--- config.mk ---
export PLATFORM = sky130hd
export DESIGN_NAME = alu_mult_sequencer
export DESIGN_NICKNAME = d
export VERILOG_FILES = /design/src/rtl/alu_mult_sequencer_pkg.sv /design/src/rtl/alu_mult_sequencer_alu.sv /design/src/rtl/alu_mult_sequencer.sv
export SDC_FILE = /design/constraint.sdc
export NUM_CORES = 1
export LEC_CHECK = 0
export ABC_AREA = 1
export CELL_PAD_IN_SITES_DETAIL_PLACEMENT = 1
export CELL_PAD_IN_SITES_GLOBAL_PLACEMENT = 2
export CORE_AREA = 2 2 169 171
export DETAILED_ROUTE_END_ITERATION = 12
export DIE_AREA = 0 0 171 173
export PLACE_DENSITY_LB_ADDON = 0.1
export SLEW_MARGIN = 20
export SYNTH_ARGS = -nofsm -noshare
export SYNTH_HDL_FRONTEND = slang
export SYNTH_SLANG_ARGS = --single-unit
--- constraint.sdc ---
create_clock -name clk -period 3.1 [get_ports clk]
set_clock_uncertainty 0.05 [all_clocks]
set_input_delay 0.465 -clock clk [delete_from_list [all_inputs] [get_ports clk]]
set_output_delay 0.465 -clock clk [all_outputs]
set_load 0.05 [all_outputs]
--- src/rtl/alu_mult_sequencer_pkg.sv ---
// Shared definitions for the execute-stage ALU and the multi-cycle multiplier
// sequencer: ALU operation codes, sequencer FSM state encoding and the
// iteration limit of the shift-add loop.
package alu_mult_sequencer_pkg;

  localparam int unsigned ALU_WIDTH = 32;

  // ALU operation codes as decoded by the ALU control unit
  localparam logic [3:0] ALU_AND = 4'd0;
  localparam logic [3:0] ALU_OR  = 4'd1;
  localparam logic [3:0] ALU_XOR = 4'd2;
  localparam logic [3:0] ALU_ADD = 4'b0011;
  localparam logic [3:0] ALU_SUB = 4'd4;
  localparam logic [3:0] ALU_SLL = 4'd5;
  localparam logic [3:0] ALU_SRL = 4'd6;

  typedef enum logic [1:0] {
    ST_IDLE = 2'd0,
    ST_CALC = 2'd1,
    ST_DONE = 2'd2
  } seq_state_e;

  // Counter value of the final shift-add iteration
  localparam logic [5:0] LAST_ITER = 6'd31;

  // Carry out of an unsigned add, recovered from the wrapped sum
  function automatic logic add_carry(input logic [ALU_WIDTH-1:0] sum,
                                     input logic [ALU_WIDTH-1:0] addend);
    return (sum < addend);
  endfunction

endpackage

--- src/rtl/alu_mult_sequencer_alu.sv ---
// Execute-stage 32-bit ALU. Purely combinational.
// Ports:
//   alu_operation  in   4   operation code (see package)
//   a, b           in   W   operands
//   shamt          in   5   shift amount for SLL/SRL
//   result         out  W   operation result
module alu_mult_sequencer_alu
  import alu_mult_sequencer_pkg::*;
#(
  parameter int unsigned WIDTH = 32
) (
  input  logic [3:0]       alu_operation,
  input  logic [WIDTH-1:0] a,
  input  logic [WIDTH-1:0] b,
  input  logic [4:0]       shamt,
  output logic [WIDTH-1:0] result
);

  always_comb begin
    result = '0;
    case (alu_operation)
      ALU_AND: result = a & b;
      ALU_OR:  result = a | b;
      ALU_XOR: result = a ^ b;
      ALU_ADD: result = a + b;
      ALU_SUB: result = a - b;
      ALU_SLL: result = a << shamt;
      ALU_SRL: result = a >> shamt;
      default: result = '0;
    endcase
  end

endmodule

--- src/rtl/alu_mult_sequencer.sv ---
// Multi-cycle unsigned 32x32->64 shift-add multiplier that borrows an ALU
// instance (fixed at ADD) for every partial-product addition. The pipeline
// stalls while busy is high.
// Ports:
//   clk           in   1   rising-edge clock
//   reset         in   1   synchronous, active-high reset
//   start         in   1   request, sampled only when idle
//   multiplicand  in   W   operand A, latched on an accepted start
//   multiplier    in   W   operand B, latched on an accepted start
//   busy          out  1   high while computing and during the done cycle
//   done          out  1   one-cycle pulse, product valid
//   product_hi    out  W   upper half of the product
//   product_lo    out  W   lower half of the product
module alu_mult_sequencer
  import alu_mult_sequencer_pkg::*;
#(
  parameter int unsigned WIDTH       = 32,
  parameter bit          ZERO_BYPASS = 1'b1
) (
  input  logic             clk,
  input  logic             reset,
  input  logic             start,
  input  logic [WIDTH-1:0] multiplicand,
  input  logic [WIDTH-1:0] multiplier,
  output logic             busy,
  output logic             done,
  output logic [WIDTH-1:0] product_hi,
  output logic [WIDTH-1:0] product_lo
);

  seq_state_e       state, state_next;
  logic [5:0]       cnt;
  logic [WIDTH-1:0] mcand;
  logic [WIDTH-1:0] hi;
  logic [WIDTH-1:0] lo;

  logic             accept;
  logic             bypass;
  logic [WIDTH-1:0] sum;
  logic             carry;
  logic [WIDTH-1:0] iter_hi;
  logic [WIDTH-1:0] iter_lo;

  alu_mult_sequencer_alu #(
    .WIDTH(WIDTH)
  ) u_alu (
    .alu_operation(ALU_ADD),
    .a            (hi),
    .b            (mcand),
    .shamt        (5'd0),
    .result       (sum)
  );

  assign carry = add_carry(sum, hi);

  // One shift-add step: conditionally add, then shift the 65-bit
  // {carry,hi,lo} right by one so the carry lands in bit 63.
  always_comb begin
    iter_hi = '0;
    iter_lo = '0;
    if (lo[0]) begin
      {iter_hi, iter_lo} = {carry, sum, lo[WIDTH-1:1]};
    end else begin
      {iter_hi, iter_lo} = {1'b0, hi, lo[WIDTH-1:1]};
    end
  end

  always_comb begin
    state_next = state;
    accept     = 1'b0;
    bypass     = 1'b0;
    busy       = 1'b0;
    done       = 1'b0;
    case (state)
      ST_IDLE: begin
        if (start) begin
          accept = 1'b1;
          if (ZERO_BYPASS && ((multiplicand == '0) || (multiplier == '0))) begin
            bypass     = 1'b1;
            state_next = ST_DONE;
          end else begin
            state_next = ST_CALC;
          end
        end
      end
      ST_CALC: begin
        busy = 1'b1;
        if (cnt == LAST_ITER) begin
          state_next = ST_DONE;
        end
      end
      ST_DONE: begin
        busy       = 1'b1;
        done       = 1'b1;
        state_next = ST_IDLE;
      end
      default: begin
        state_next = ST_IDLE;
      end
    endcase
  end

  always_ff @(posedge clk) begin
    if (reset) begin
      state <= ST_IDLE;
    end else begin
      state <= state_next;
    end
  end

  always_ff @(posedge clk) begin
    if (reset) begin
      cnt   <= '0;
      mcand <= '0;
      hi    <= '0;
      lo    <= '0;
    end else if (accept) begin
      cnt   <= '0;
      mcand <= multiplicand;
      hi    <= '0;
      lo    <= bypass ? '0 : multiplier;
    end else if (state == ST_CALC) begin
      cnt <= cnt + 6'd1;
      hi  <= iter_hi;
      lo  <= iter_lo;
    end
  end

  assign product_hi = hi;
  assign product_lo = lo;

endmodule
==> impl_metrics.ini, run 1 <==
[critical_path]
crit-reg2reg-launch = product_hi[23]
crit_type = flip-flop to flip-flop
rrSetupSlack_ns = 0.16
arrival_ns = 3.12
cp.required_ns = 3.28
worstSetupStartpoint = product_hi[23]
start_kind = flip-flop
endpoint_kind = flip-flop
cp_max_fo = 5

[place]
preCtsSetupSlack_ns = -0.08691
numPortBuffers = 132
gp_congestion = 0.8196
dp_hpwl_mm = 23.26
placed_area_um2 = 9533

[clocking]
clkSlewWorstSetupHoldPaths_ns = 0.09
cts_tree = built
clock_sinks = 104
clock_latency_ns = 0.37
hold_buffers = 0
root_buffer = clkbuf_16
cts_buffers = 9
cts.htree.levels = 3
clock_path_buffers = 2

[timing]
setup_viol = 0
max_slew.worst_pin.slew_ns = 0.8264
finalCriticalPeriod_ns = 2.941
final.setup.worst_slack_ns = 0.1592
hold_viol = 0
hold_ws_ns = 0.4426
slew_headroom_pct = 44.84
fin_crit_sh_pct = 94.86
maxSlewViolCount = 0
clock.fmax_ghz = 0.3400

[power_and_ir_drop]
p_clk_share_pct = 24.3
power.density_nw_per_um2 = 489.7
internal_power_mw = 2.835
p_leak_nw = 4.557
vdd_drop_max_mv = 0.3149
p_comb_share_pct = 42.8
p_sw_share_pct = 43.53
power_switching_mw = 2.185
fin_total_pwr_mw = 5.020
seqPwrFrac_pct = 32.9

[route]
ant_nets = 0
drc_errors = 0
wirelength_mm = 29.93
firstDrtPassIters = 4
vias = 8318
wl_per_cell_um = 17.05
drtIter0Drc = 328
vias_per_cell = 4.740

[final_layout]
multi_input_area_um2 = 5065
syn_to_final_growth_pct = 33.92
diodes = 0
drive_gt1_share_pct = 12.06
regArea_um2 = 2115
final_area_um2 = 10250
nets = 1507
nFillCells = 3566
fin_util_pct = 37.10

[floorplanning]
fp.dieH_um = 173
boundaryPins = 133
die_area_um2 = 29580
fp-row-count = 61
die_x_um = 171
core_area_um2 = 27630
initial_core_util_pct = 27.71

[grt]
grt_antenna_before_repair = 1
grt_pass1_wl_mm = 47.20
grt_max_degree = 66
grt_overflow = 0
grtUsageTotal_pct = 20.21
first_global_vias = 8590

[yosys]
ys_warn_count = 0
syn_inst = 1238
yosysSeqAreaShare_pct = 27.20
synthesis.nets = 1373
synth.distinct_cells = 36
synth_seq_cells = 104
syn_area_per_cell_um2 = 6.183
synth_area_um2 = 7655

[min_path]
hold_class = flip-flop to flip-flop
min_from = product_hi[5]

[outcome]
status = finished clean

[run]
cap_violations = 0
==> routing by layer <==
metal  part of all wire (%)  vias up  track usage [%]
li1                       -     4266                -
met1                     50     3899            28.32
met2                     44      138            31.94
met3                    5.4       15            4.852
met4                   0.80        0            3.107
met5                      0        -                0
==> flip-flops by register name, indices dropped and copies added, names as in the netlist <==
name        flops
cnt             6
product_hi     32
state           2
product_lo     32
mcand          32
==> Yosys cell counts <==
cell	number	share of area, %
nor2_1	115	5.6
nand4_1	9	0.74
buf_2	12	0.78
a221oi_1	3	0.34
nor3_1	6	0.39
fa_1	1	0.26
buf_1	4	0.20
nand2_2	10	0.82
a21oi_2	5	0.57
a21o_1	3	0.29
o21bai_1	2	0.20
nand2_1	320	16
nand3b_1	2	0.20
ha_1	67	11
nor3_2	1	0.13
o21ai_0	115	7.5
clkinv_1	1	0.049
dfxtp_1	104	27
nand3_2	3	0.39
o21a_1	1	0.098
buf_4	2	0.20
o211ai_1	1	0.098
a31oi_1	2	0.16
inv_2	2	0.098
nor2_2	3	0.25
xor2_1	6	0.69
nand3_1	75	4.9
xnor2_1	9	1.0
o21ai_1	3	0.20
and2_1	1	0.082
inv_1	176	8.6
clkbuf_1	30	1.5
and3_1	1	0.082
a21oi_1	126	8.2
nor4_1	15	1.2
nor3b_1	2	0.20
==> layout by cell type (no fill, tap or decap), types with 2 or more instances in the layout <==
cell type,n
nand2_1,301
inv_1,172
clkdlybuf4s50_1,132
a21oi_1,115
o21ai_0,114
nor2_1,107
dfxtp_1,84
nand3_1,71
ha_1,51
buf_4,37
nand2_2,22
dfxtp_2,17
a21oi_2,16
nor4_1,14
nor2_2,11
ha_4,10
xnor2_1,9
nand4_1,9
clkbuf_16,9
nand2_4,7
inv_2,6
nor3_1,6
ha_2,6
nand3_2,5
xor2_2,4
o21ai_1,4
a21o_1,3
a221oi_1,3
clkinv_4,3
dfxtp_4,3
o21bai_1,2
nand3b_1,2
nand3_4,2
xor2_1,2
nor3b_1,2
a31oi_1,2
clkinv_8,2
==> kinds of logic after synthesis <==
| logic type | Yosys count | synth area share, % |
|---|---|---|
| AOI/OAI and AO/OA | 261 | 17.72 |
| buffers and inverters | 227 | 11.43 |
| xor gates and xnor gates | 15 | 1.716 |
| adders and majority gates | 68 | 11.21 |
| and+or+nand+nor | 563 | 30.73 |
| DFF | 104 | 27.20 |
==> area by class of cell <==
| class | instances | share of cell area [%] |
|---|---|---|
| repair buffers | 171 | 15.90 |
| multi-input cells | 907 | 49.41 |
| clock inverters | 6 | 0.6591 |
| inverters | 179 | 6.554 |
| clock buffers | 10 | 2.234 |
| well taps | 378 | 4.614 |
| flip-flops and latches | 104 | 20.63 |
==> stage by stage <==
step | setup TNS (ns) | std cells
after floorplan | 0 | 1238
after global placement | 0 | 1736
after detailed placement | -0.08691 | 1736
after CTS | 0 | 1752
after global routing | -0.06014 | 1755
final | 0 | 1755
==> power by group through the flow <==
stage	Clock, mW	Sequential, mW	Combinational (mW)
after floorplan	0	1.96	1.01
after global placement	0	1.67	2.05
after detailed placement	0	1.67	2.06
after CTS	1.27	1.64	2.07
after global routing	1.32	1.68	2.38
final	1.22	1.65	2.15
==> final timing paths <==
path / depth (start not counted) / to
hold / removal: 2 / product_hi[5]
hold reg to reg: 2 / product_hi[5]
setup reg to reg: 15 / product_hi[31]
setup / recovery: 15 / product_hi[31]
==> what timing repair did <==
item / in CTS / in global routing
endpoints found under the setup margin: 1 / 1
gates resized for setup: 1 / 104
pin swaps: 1 / 19
setup buffers: 0 / 3
==> worst max-delay path: stages (launching register included) <==
cell     delay [ns]
dfxtp_1        0.33
ha_1           0.43
nand2_1        0.14
inv_1          0.09
nand2_1        0.12
nor3_2         0.25
nand2_1        0.16
nand4_1        0.14
nand2_1        0.07
ha_1           0.27
nand2_1        0.10
nor4_4         0.29
and3_1         0.19
nand2_1        0.05
nand4_1        0.07
a21oi_1        0.07
(Power assumes the default switching activity.)
==> inputs of run 2 (changes only) <==
--- a/config.mk
+++ b/config.mk
@@ -8,9 +8,9 @@
 export ABC_AREA = 1
 export CELL_PAD_IN_SITES_DETAIL_PLACEMENT = 1
 export CELL_PAD_IN_SITES_GLOBAL_PLACEMENT = 2
-export CORE_AREA = 2 2 169 171
+export CORE_AREA = 2 2 154 187
 export DETAILED_ROUTE_END_ITERATION = 12
-export DIE_AREA = 0 0 171 173
+export DIE_AREA = 0 0 156 189
 export PLACE_DENSITY_LB_ADDON = 0.1
 export SLEW_MARGIN = 20
 export SYNTH_ARGS = -nofsm -noshare
==> run 2 against run 1 <==
Compared with the run above:
- clock power increased by 4%
- sequential power about the same
- critical path depth up 4
- flip-flop and latch count did not move
- first-iteration DRC count down 5.5%
- clock-buffer cell count decreased by 1
- combinational power increased by 4%
- wire length increased by 1.8%
- global-route usage increased by 0.44 points
- register-to-register slack worse by 0.04 ns
- largest cell class unchanged
- largest power group unchanged
- highest routed layer unchanged
==> impl_metrics.ini, run 2 (synthesized netlist as in run 1, its figures left out) <==
[clocking]
hold_buffers = 0
clkSlewWorstSetupHoldPaths_ns = 0.09
cts_buffers = 9
cts_tree = built
clock_latency_ns = 0.38
cts.htree.levels = 3
clock_path_buffers = 2
root_buffer = clkbuf_16
clock_sinks = 104

[grt]
first_global_vias = 8889
grt_overflow = 0
grt_antenna_before_repair = 0
grt_max_degree = 66
grtUsageTotal_pct = 20.65
grt_pass1_wl_mm = 47.83

[place]
placed_area_um2 = 9842
dp.cells = 1748
gp_congestion = 0.8691
dp_hpwl_mm = 23.52
numPortBuffers = 132

[critical_path]
crit_chain = ha_1 -> buf_4 -> nand2_1 -> nand2_2 -> nand2_1 -> nand2_1 -> o21bai_2 -> nand2_2 -> nand3_1 -> nand2_1 -> nand2_1 -> ha_1 -> nand2_1 -> nor4_4 -> buf_4 -> and3_1 -> nand2_1 -> nand4_1 -> a21oi_1
critPathMaxStageDelay_ns = 0.37
endpoint_kind = flip-flop
cp_slowest_cell = dfxtp_4
cp_top_family = simple AND/OR/NAND/NOR gates
arrival_ns = 3.16
cpMostUsedCell = nand2_1
crit_buf_inv = 2
start_kind = flip-flop
worstSetupStartpoint = mcand[13]
cp_max_fo = 3
crit-reg2reg-launch = mcand[13]
crit_type = flip-flop to flip-flop
cp.required_ns = 3.28

[final_layout]
final_area_um2 = 10850
multi_input_area_um2 = 5296
nets = 1557
final_cell_mix = 284 x nand2_1, 168 x inv_1, 132 x clkdlybuf4s50_1, 116 x a21oi_1, 113 x o21ai_0
nFillCells = 3526
regArea_um2 = 2121
layout.cells.most_common = nand2_1
diodes = 0
syn_to_final_growth_pct = 41.68
stdcell_count = 1771
drive_gt1_share_pct = 18.09

[power_and_ir_drop]
vdd_drop_max_mv = 0.3028
fin_total_pwr_mw = 5.164
power.density_nw_per_um2 = 476.2
p_leak_nw = 4.794

[min_path]
min_from = cnt[5]
hold_class = flip-flop to flip-flop

[timing]
fin_crit_sh_pct = 96.12
maxSlewViolCount = 0
clock.fmax_ghz = 0.3356
fin_setup_tns_ns = 0
max_slew.worst_pin.slew_ns = 0.6150
hold_viol = 0
hold_ws_ns = 0.4364
setup_viol = 0
slew_headroom_pct = 58.87
finalCriticalPeriod_ns = 2.980

[run]
cap_violations = 0

[route]
wl_per_cell_um = 17.21
ant_nets = 0
drtIter0Drc = 310
vias_per_cell = 4.790
drc_errors = 0
wirelength_mm = 30.48
vias = 8483
firstDrtPassIters = 5

[floorplanning]
core_area_um2 = 27580
fp.dieH_um = 189
fp-row-count = 67
boundaryPins = 133
initial_core_util_pct = 27.75
die_area_um2 = 29480
die_x_um = 156

[outcome]
status = finished clean
[run 2: power breakdown]
part,switching (mW),internal [mW]
Sequential,0.154,1.51
Combinational,1.40,0.833
Clock,0.631,0.641
Total,2.18,2.98
[run 2: repair_timing]
| action | CTS | global route |
|---|---|---|
| pin swaps | 1 | 19 |
| buffers inserted | 0 | 8 |
| gates resized for setup | 10 | 133 |
| endpoints found under the setup margin | 1 | 1 |
[run 2: routing by layer]
metal	track usage, %	vias up	part of all wire (%)
met2	36.13	131	49
met4	3.705	0	1.1
li1	-	4369	-
met1	26.57	3969	46
met3	3.960	14	4.1
met5	0	-	0
[run 2: final timing paths]
check / to / slack, ns / cells past startpoint
setup / recovery: product_hi[31] / 0.12 / 19
hold / removal: cnt[5] / 0.44 / 2
setup reg to reg: product_hi[31] / 0.12 / 19
hold reg to reg: cnt[5] / 0.44 / 2
[run 2: area by class of cell]
class,count,area share (%)
multi-input cells,907,48.83
clock inverters,6,0.7153
well taps,345,3.980
repair buffers,221,18.64
inverters,179,6.195
flip-flops and latches,104,19.55
clock buffers,9,2.077
[run 2: metrics by stage]
step	utilization, %	worst slack, ns
after global placement	35.68	-0.09261
after global routing	39.32	-0.04461
final	39.32	0.1203
after CTS	36.97	0.006237
after floorplan	-	0.01567
after detailed placement	35.68	-0.1206
[run 2: worst register-to-register path, stage by stage (launching register included)]
cell      delay (ns)
dfxtp_4         0.37
ha_1            0.29
buf_4           0.15
nand2_1         0.06
nand2_2         0.06
nand2_1         0.06
nand2_1         0.09
o21bai_2        0.24
nand2_2         0.11
nand3_1         0.08
nand2_1         0.10
nand2_1         0.07
ha_1            0.31
nand2_1         0.09
nor4_4          0.25
buf_4           0.14
and3_1          0.13
nand2_1         0.05
nand4_1         0.07
a21oi_1         0.07
==> inputs of run 3 (changes only) <==
--- a/config.mk
+++ b/config.mk
@@ -9,6 +9,7 @@
 export CELL_PAD_IN_SITES_DETAIL_PLACEMENT = 1
 export CELL_PAD_IN_SITES_GLOBAL_PLACEMENT = 2
 export CORE_AREA = 2 2 154 187
+export CTS_CLUSTER_DIAMETER = 50
 export DETAILED_ROUTE_END_ITERATION = 12
 export DIE_AREA = 0 0 156 189
 export PLACE_DENSITY_LB_ADDON = 0.1
==> results of run 3 <==
No change in the layout: final DEF, timing and power equal those of run 2.
